--- config.mk ---
export PLATFORM = sky130hd
export DESIGN_NAME = stopwatch_time_ctrl_flat
export DESIGN_NICKNAME = d
export VERILOG_FILES = /design/src/rtl/stopwatch_pkg.sv /design/src/rtl/stopwatch_time_ctrl_if.sv /design/src/rtl/stopwatch_time_ctrl_mod_counter.sv /design/src/rtl/stopwatch_time_ctrl.sv /design/src/flat_wrapper.sv
export SDC_FILE = /design/constraint.sdc
export NUM_CORES = 1
export LEC_CHECK = 0
export CORE_UTILIZATION = 40
export CTS_BUF_LIST = sky130_fd_sc_hd__clkbuf_4 sky130_fd_sc_hd__clkbuf_8 sky130_fd_sc_hd__clkbuf_16
export DETAILED_ROUTE_END_ITERATION = 12
export PLACE_DENSITY = 0.63
export SLEW_MARGIN = 15
export SYNTH_ARGS = -nofsm -noshare
export SYNTH_HDL_FRONTEND = slang
export SYNTH_SLANG_ARGS = --single-unit
--- constraint.sdc ---
create_clock -name clk -period 3 [get_ports clk]
set_input_delay 0.75 -clock clk [delete_from_list [all_inputs] [get_ports clk]]
set_output_delay 0.75 -clock clk [all_outputs]
set_load 0.02 [all_outputs]
--- src/rtl/stopwatch_pkg.sv ---
// Shared state encoding and default field limits for the stopwatch time core.
package stopwatch_pkg;

  localparam int unsigned SEC_MAX_D = 59;
  localparam int unsigned MIN_MAX_D = 59;
  localparam int unsigned SEC_W_D   = 6;
  localparam int unsigned MIN_W_D   = 6;

  typedef enum logic [1:0] {
    ST_RUN    = 2'd0,
    ST_PAUSED = 2'd1,
    ST_ADJUST = 2'd2
  } state_e;

endpackage

--- src/rtl/stopwatch_time_ctrl_if.sv ---
// Control/status bundle between the tick/button front end and the time core.
interface stopwatch_time_ctrl_if
  import stopwatch_pkg::*;
#(
  parameter int unsigned SEC_W = SEC_W_D,
  parameter int unsigned MIN_W = MIN_W_D
);

  logic             tick_1hz;
  logic             tick_2hz;
  logic             pause_tog;
  logic             adj;
  logic             sel;
  logic             down;
  logic [MIN_W-1:0] minutes;
  logic [SEC_W-1:0] seconds;
  logic             running;
  logic             wrap;

  modport master (
    output tick_1hz, tick_2hz, pause_tog, adj, sel, down,
    input  minutes, seconds, running, wrap
  );

  modport slave (
    input  tick_1hz, tick_2hz, pause_tog, adj, sel, down,
    output minutes, seconds, running, wrap
  );

endinterface

--- src/rtl/stopwatch_time_ctrl_mod_counter.sv ---
// Modulo-(MAX+1) up/down counter; carry flags the step that wraps the field.
module mod_counter #(
  parameter int unsigned MAX = 59,
  parameter int unsigned W   = 6
) (
  input  logic         clk,
  input  logic         rst_n,
  input  logic         en,
  input  logic         dn,
  output logic [W-1:0] value,
  output logic         carry
);

  logic [W-1:0] value_q;
  logic [W-1:0] value_d;

  always_comb begin
    value_d = value_q;
    if (en) begin
      if (dn) begin
        value_d = (value_q == '0) ? W'(MAX) : W'(value_q - W'(1));
      end else begin
        // Values above MAX cannot occur, but fold them back to zero anyway.
        value_d = (value_q >= W'(MAX)) ? '0 : W'(value_q + W'(1));
      end
    end
  end

  always_ff @(posedge clk) begin
    if (!rst_n) value_q <= '0;
    else        value_q <= value_d;
  end

  assign carry = en & (dn ? (value_q == '0) : (value_q == W'(MAX)));
  assign value = value_q;

endmodule

--- src/rtl/stopwatch_time_ctrl.sv ---
// Minutes/seconds core: run/pause/adjust FSM, chained field counters, wrap pulse.
module stopwatch_time_ctrl
  import stopwatch_pkg::*;
#(
  parameter int unsigned SEC_MAX = SEC_MAX_D,
  parameter int unsigned MIN_MAX = MIN_MAX_D,
  parameter int unsigned SEC_W   = SEC_W_D,
  parameter int unsigned MIN_W   = MIN_W_D
) (
  input  logic                 clk,
  input  logic                 rst_n,
  stopwatch_time_ctrl_if.slave bus
);

  if (SEC_MAX >= (64'd1 << SEC_W)) begin : g_bad_sec_w
    $error("SEC_MAX does not fit in SEC_W bits");
  end
  if (MIN_MAX >= (64'd1 << MIN_W)) begin : g_bad_min_w
    $error("MIN_MAX does not fit in MIN_W bits");
  end

  state_e state_q, state_d;
  logic   run_saved_q, run_saved_d;
  logic   running_q, running_d;
  logic   wrap_q, wrap_d;

  logic             sec_en, min_en;
  logic             sec_carry, min_carry;
  logic [SEC_W-1:0] sec_value;
  logic [MIN_W-1:0] min_value;

  // Mode transitions; adj outranks pause_tog, which then only edits run_saved.
  always_comb begin
    state_d     = state_q;
    run_saved_d = run_saved_q;
    unique case (state_q)
      ST_RUN: begin
        if (bus.adj) begin
          state_d     = ST_ADJUST;
          run_saved_d = ~bus.pause_tog;
        end else if (bus.pause_tog) begin
          state_d = ST_PAUSED;
        end
      end
      ST_PAUSED: begin
        if (bus.adj) begin
          state_d     = ST_ADJUST;
          run_saved_d = bus.pause_tog;
        end else if (bus.pause_tog) begin
          state_d = ST_RUN;
        end
      end
      ST_ADJUST: begin
        if (bus.pause_tog) run_saved_d = ~run_saved_q;
        if (!bus.adj)      state_d     = run_saved_d ? ST_RUN : ST_PAUSED;
      end
      default: state_d = ST_RUN;
    endcase
    running_d = (state_d == ST_RUN);
  end

  // Counting uses the pre-transition state; adjust steps one field with no carry.
  always_comb begin
    sec_en = 1'b0;
    min_en = 1'b0;
    wrap_d = 1'b0;
    unique case (state_q)
      ST_RUN: begin
        sec_en = bus.tick_1hz;
        min_en = sec_carry;
        wrap_d = sec_carry & min_carry;
      end
      ST_ADJUST: begin
        sec_en = bus.tick_2hz & bus.sel;
        min_en = bus.tick_2hz & ~bus.sel;
      end
      default: ;
    endcase
  end

  always_ff @(posedge clk) begin
    if (!rst_n) begin
      state_q     <= ST_RUN;
      run_saved_q <= 1'b1;
      running_q   <= 1'b1;
      wrap_q      <= 1'b0;
    end else begin
      state_q     <= state_d;
      run_saved_q <= run_saved_d;
      running_q   <= running_d;
      wrap_q      <= wrap_d;
    end
  end

  mod_counter #(.MAX(SEC_MAX), .W(SEC_W)) u_sec (
    .clk   (clk),
    .rst_n (rst_n),
    .en    (sec_en),
    .dn    (bus.down),
    .value (sec_value),
    .carry (sec_carry)
  );

  mod_counter #(.MAX(MIN_MAX), .W(MIN_W)) u_min (
    .clk   (clk),
    .rst_n (rst_n),
    .en    (min_en),
    .dn    (bus.down),
    .value (min_value),
    .carry (min_carry)
  );

  assign bus.seconds = sec_value;
  assign bus.minutes = min_value;
  assign bus.running = running_q;
  assign bus.wrap    = wrap_q;

endmodule

--- src/flat_wrapper.sv ---
// flat-port wrapper written by rule: the top's interface ports become plain ports
module stopwatch_time_ctrl_flat import stopwatch_pkg::*;
#(
  parameter int unsigned SEC_MAX = SEC_MAX_D,
  parameter int unsigned MIN_MAX = MIN_MAX_D,
  parameter int unsigned SEC_W   = SEC_W_D,
  parameter int unsigned MIN_W   = MIN_W_D
)
  (clk, rst_n, bus_tick_1hz, bus_tick_2hz, bus_pause_tog, bus_adj, bus_sel, bus_down, bus_minutes, bus_seconds, bus_running, bus_wrap);
  stopwatch_time_ctrl_if #(.SEC_W(SEC_W), .MIN_W(MIN_W)) bus_i ();
  input  logic clk;
  input  logic rst_n;
  input wire logic [$bits(bus_i.tick_1hz)-1:0] bus_tick_1hz;
  input wire logic [$bits(bus_i.tick_2hz)-1:0] bus_tick_2hz;
  input wire logic [$bits(bus_i.pause_tog)-1:0] bus_pause_tog;
  input wire logic [$bits(bus_i.adj)-1:0] bus_adj;
  input wire logic [$bits(bus_i.sel)-1:0] bus_sel;
  input wire logic [$bits(bus_i.down)-1:0] bus_down;
  output wire logic [$bits(bus_i.minutes)-1:0] bus_minutes;
  output wire logic [$bits(bus_i.seconds)-1:0] bus_seconds;
  output wire logic [$bits(bus_i.running)-1:0] bus_running;
  output wire logic [$bits(bus_i.wrap)-1:0] bus_wrap;
  assign bus_i.tick_1hz = bus_tick_1hz;
  assign bus_i.tick_2hz = bus_tick_2hz;
  assign bus_i.pause_tog = bus_pause_tog;
  assign bus_i.adj = bus_adj;
  assign bus_i.sel = bus_sel;
  assign bus_i.down = bus_down;
  assign bus_minutes = bus_i.minutes;
  assign bus_seconds = bus_i.seconds;
  assign bus_running = bus_i.running;
  assign bus_wrap = bus_i.wrap;
  stopwatch_time_ctrl #(.SEC_MAX(SEC_MAX), .MIN_MAX(MIN_MAX), .SEC_W(SEC_W), .MIN_W(MIN_W)) u_core (.clk(clk), .rst_n(rst_n), .bus(bus_i));
endmodule
; Yosys cells after proc, flatten, opt, wreduce, memory -nomap -nowiden
; Index checks and enable logic that the tools add are counted.
[classes]
addsub = 4
n_lt_le_gt_ge = 2
n_eq_ne = 6
muxes = 22
bitwise_logic = 8
reduce_logical = 7
[ops]
columns = op, count
row1 = 6-bit two-way mux, 6
row2 = 6-bit by 1-bit adder with 6-bit output (second input constant), 2
row3 = 6-bit == test (second input constant), 2
row4 = 6-bit greater-or-equal comparator (second input constant), 2
row5 = 6-bit zero test, 2
row6 = 6-bit by 1-bit subtractor with 6-bit output (second input constant), 2
row7 = 2-bit two-way mux, 5
row8 = 1-bit two-way mux, 7
row9 = 2-bit one-hot mux with 3 select lines, 1
row10 = 1-bit bitwise AND, 5
row11 = 2-bit zero test, 2
row12 = 2-bit != test (second input constant), 2
row13 = 1-bit one-hot mux with 2 select lines, 2
row14 = 1-bit inverter, 3
row15 = 1-bit one-hot mux with 3 select lines, 1
row16 = 3-bit AND reduction, 1
row17 = 3-bit nonzero test, 1
row18 = 2-bit by 1-bit == test with 1-bit output (second input constant), 1
row19 = 2-bit == test (second input constant), 1
row20 = 2-bit AND reduction, 1
[word_totals]
reg_bits = 17
input_bits = 8
output_inout_bits = 14
word_cells = 55

; Longest topological paths before layout
[logic_depth]
ltp_word = 7
ltp_mapped = 8
depth_no_buf = 7

; Cells and area by module
; Synthesis repeated with hierarchy kept, for this count alone.
[unflattened]
hier_cells = 194
area_unflattened_um2 = 1497.7
[by_module_without_submodules]
columns = module, instances, cells_per_inst, area_each_um2, seq_area_each_um2
row1 = mod_counter at u_core.u_min, 1, 76, 585.6, 120.1
row2 = mod_counter at u_core.u_sec, 1, 74, 544.3, 120.1
row3 = stopwatch_time_ctrl, 1, 44, 367.9, 100.1

; Least setup slack after synthesis
; Ideal clock, no wire load.
[synth_timing]
path_kind = reg2reg
startpoint = reg u_core.u_sec.value_q[0], in the netlist u_core.u_sec.value[0]
endpoint = reg u_core.u_min.value_q[1], in the netlist u_core.u_min.value[1]
setup_time_ns = 0.122
t_arrival_ns = 1.840
required_ns = 2.878
slack_ns = 1.039
stages_incl_launch_ff = 8
path_buffers = 0
period_less_slack_ns = 1.961
path_cell_list = dfxtp_1 > inv_1 > ha_1 > or2b_1 > nor3_4 > o21ai_2 > and2_4 > o311a_1
[synth_via]
elab_chain_len = 4
word_cells_on_any_way = 5
cone_classes = eq/ne (1) / mux (2) / bitwise (1) / reduce/logical (1)
[synth_rtl]
columns = element, line
row1 = "start, declared", stopwatch_time_ctrl_mod_counter.sv:14  ; logic [W-1:0] value_q;
row2 = "start signal, assigned", stopwatch_time_ctrl_mod_counter.sv:31  ; else value_q <= value_d;
row3 = 6-bit == test or 6-bit zero test (tied branches), stopwatch_time_ctrl_mod_counter.sv:34  ; assign carry = en & (dn ? (value_q == '0) : (value_q == W'(MAX)));
row4 = 1-bit two-way mux *, stopwatch_time_ctrl_mod_counter.sv:34
row5 = 1-bit bitwise AND *, stopwatch_time_ctrl_mod_counter.sv:34
row6 = 1-bit one-hot mux with 2 select lines *, stopwatch_time_ctrl.sv:67  ; unique case (state_q)
row7 = "end signal, assigned", stopwatch_time_ctrl_mod_counter.sv:31
row8 = "end, declared", stopwatch_time_ctrl_mod_counter.sv:14
; Every way passes the cells marked *; elsewhere a longest branch is shown, timed or not.
; A chain may end at the register's enable or synchronous reset.

; Final worst setup path
[layout_timing]
startpoint = reg u_core.u_sec.value_q[2], in the netlist u_core.u_sec.value[2]
endpoint = out bus_seconds[2]
[layout_rtl]
columns = element, line
row1 = "end, declared", flat_wrapper.sv:20  ; output wire logic [$bits(bus_i.seconds)-1:0] bus_seconds;
; No word-level cell between the ends.

==> impl_metrics.ini <==
[sta]
finalHoldViolCount = 0
setup_tns_ps = 0
slew_headroom_pct = 56.30
rsz0062_at_grt = no
setup_viol = 0
final-max-slew-violation-count = 0
period_share_pct = 79.27
fmax_ghz = 0.4205
tightestPinTransition_ps = 648.7
skew_ps = 7.305
period_needed_ps = 2378
final.setup.worst_slack_ps = 622.0

[final_layout]
final_cell_mix = 21 x clkdlybuf4s50_1, 17 x a21oi_1, 17 x nand2_1, 17 x dfxtp_1, 14 x nor2_1
drive_above_1_share_pct = 7.843
area_delta_synth_final_pct = 18.91
antennaDiodeCount = 0
final_common_cell = clkdlybuf4s50_1
nNetsFinal = 225
fillers = 349

[logic_synthesis]
ys_seq_elements = 17
synth_ff_type = dfxtp_1
syn_inst = 186
yosysWarnings = 0
synthArstFlopShare_pct = 0
synth_edf_count = 0
synth_area_leaders = dfxtp_1 24%, ha_1 11%, a21oi_1 6.0%
synth_top_area_share_pct = 23.92
ys_types = 49
synth_area_per_cell_um2 = 7.648
syn_area_mm2 = 0.001423
ys_seq_area_share_pct = 23.92
yosysTopAreaCell = dfxtp_1
synth_nets = 206

[placed_design]
gp_congestion = 0.9048
io_buffers = 21
dp_slack_ps = 513.5
hpwl_um = 2645

[global_route]
grt_pass1_vias = 1336
grt_overflow = 0
grt_pass1_wl_um = 6023
antenna_found_initial = 0
grt_max_degree = 16
gr-usage-all-layers_pct = 21.10

[critical_path]
max_stage_delay_ps = 700
crit_start = u_core.u_sec.value[2]$_SDFFE_PN0P_
critical-path-top-delay-family = buffers and inverters
arrival_ps = 1630
worstPathMaxFanout = 15
path_buf_inv = 1
crit_chain = clkdlybuf4s50_1
end_kind = output port
critical_path_class = reg2out
reg2reg_from = u_core.u_sec.value[0]$_SDFFE_PN0P_
crit_path_top_delay_cell = clkdlybuf4s50_1
crit_path_start_kind = flop
required_ps = 2250

[pwr]
powerDensity_mw_per_mm2 = 417.1
design_power_total_uw = 705.6
peakVddDrop_mv = 0.2317
p_leak_nw = 0.6499

[clocking]
clk_pin_slew_ps = 110
cts_tree = yes
cts_buffers = 3
htree_levels = 1
cts-hold-fix-buffers = 0
clockBufferDepth = 2
clock_sinks = 17
clockRootBuffer = clkbuf_4
clk_latency_ps = 290
cts_resized = 0
post_cts_buffers = 0

[die]
core_mm2 = 0.003363
die_w_um = 61.64
die_area_mm2 = 0.003799
num_rows = 21
initial_utilization_pct = 42.30
fp.dieH_um = 61.64
ios = 22

[route]
ant_nets = 0
first_pass_iters = 4
vias = 1508
wl_per_cell_um = 14.19
drc = 0
drt_iter0_markers = 79
viasPerCell = 6.032
routed_wl_um = 3548

[status]
status = finished, final reports clean

[min_path]
holdCritStartpoint = u_core.run_saved_q$_SDFFE_PN1P_
hp-class = reg2reg

[run]
max-cap-violations = 0
through the flow:
stage,area (um^2),hold WS (ps),instances,util [%]
6_report,1692,575.9,250,50.30
2_1_floorplan,1423,500.7,186,-
3_5_place_dp,1662,576.2,246,49.40
5_1_grt,1692,626.4,250,50.30
3_3_place_gp,1662,527.0,246,49.40
4_1_cts,1692,592.3,250,50.30
worst reg2reg max path: cells and delay by family, from the launching register on:
family,cells,cell delay (ps)
fa+ha+maj,1,240
buf+inv,1,150
simple gates,2,360
flops,1,480
compound gates,3,760
where the power goes:
group | switching, mW | leakage (nW) | internal (mW)
clock network | 0.0736 | 0.0184 | 0.0607
logic | 0.157 | 0.492 | 0.131
registers | 0.0384 | 0.139 | 0.246
kinds of logic (layout without fill, tap and decap cells):
kind of cell / count (synthesis) / after routing / synth area share (%)
xor gates and xnor gates: 6 / 6 / 3.695
adders and majority gates: 12 / 12 / 10.55
AOI/OAI and AO/OA: 63 / 63 / 30.52
and+or+nand+nor: 65 / 65 / 24.01
DFF: 17 / 17 / 23.92
buffers and inverters: 23 / 41 / 7.299
Yosys cell counts (all sizes together), types with 2 or more instances:
cell type	number
a211oi	2
clkbuf	8
ha	12
a31oi	2
buf	3
o22ai	5
a21oi	17
dfxtp	17
nand4	2
inv	12
xor2	3
nor2b	3
o221a	3
xnor2	3
nor3	9
o311a	3
o21a	2
o211ai	3
o21ai	14
o31ai	2
nand3	8
or3	2
nand2	17
nor2	14
final timing paths:
kind | depth (start not counted) | end | slack [ps]
min reg2reg | 2 | u_core.run_saved_q$_SDFFE_PN1P_ | 580
max | 1 | bus_seconds[2] | 620
min | 2 | u_core.run_saved_q$_SDFFE_PN1P_ | 580
max reg2reg | 7 | u_core.u_min.value[2]$_SDFFE_PN0P_ | 910
layout make-up:
class | count | area (um^2) | share of cell area [%]
Inverter | 12 | 45.04 | 2.663
Multi-Input combinational cell | 146 | 978.4 | 57.84
Sequential cell | 17 | 340.3 | 20.12
Timing Repair Buffer | 25 | 240.2 | 14.20
Clock buffer | 4 | 30.03 | 1.775
Tap cell | 46 | 57.56 | 3.402
state kept, by name, indices dropped and copies added (netlist names):
register            flops
u_core.bus.running      1
u_core.u_min.value      6
u_core.bus.wrap         1
u_core.run_saved_q      1
u_core.state_q          2
u_core.u_sec.value      6
metal layers:
layer / GRT usage, % / part of all wire [%]
met1: 27.69 / 44
met2: 34.41 / 47
met3: 5.462 / 7.2
met4: 5.397 / 1.8
met5: 0 / 0
No activity file was read; power rests on OpenSTA's default activity.
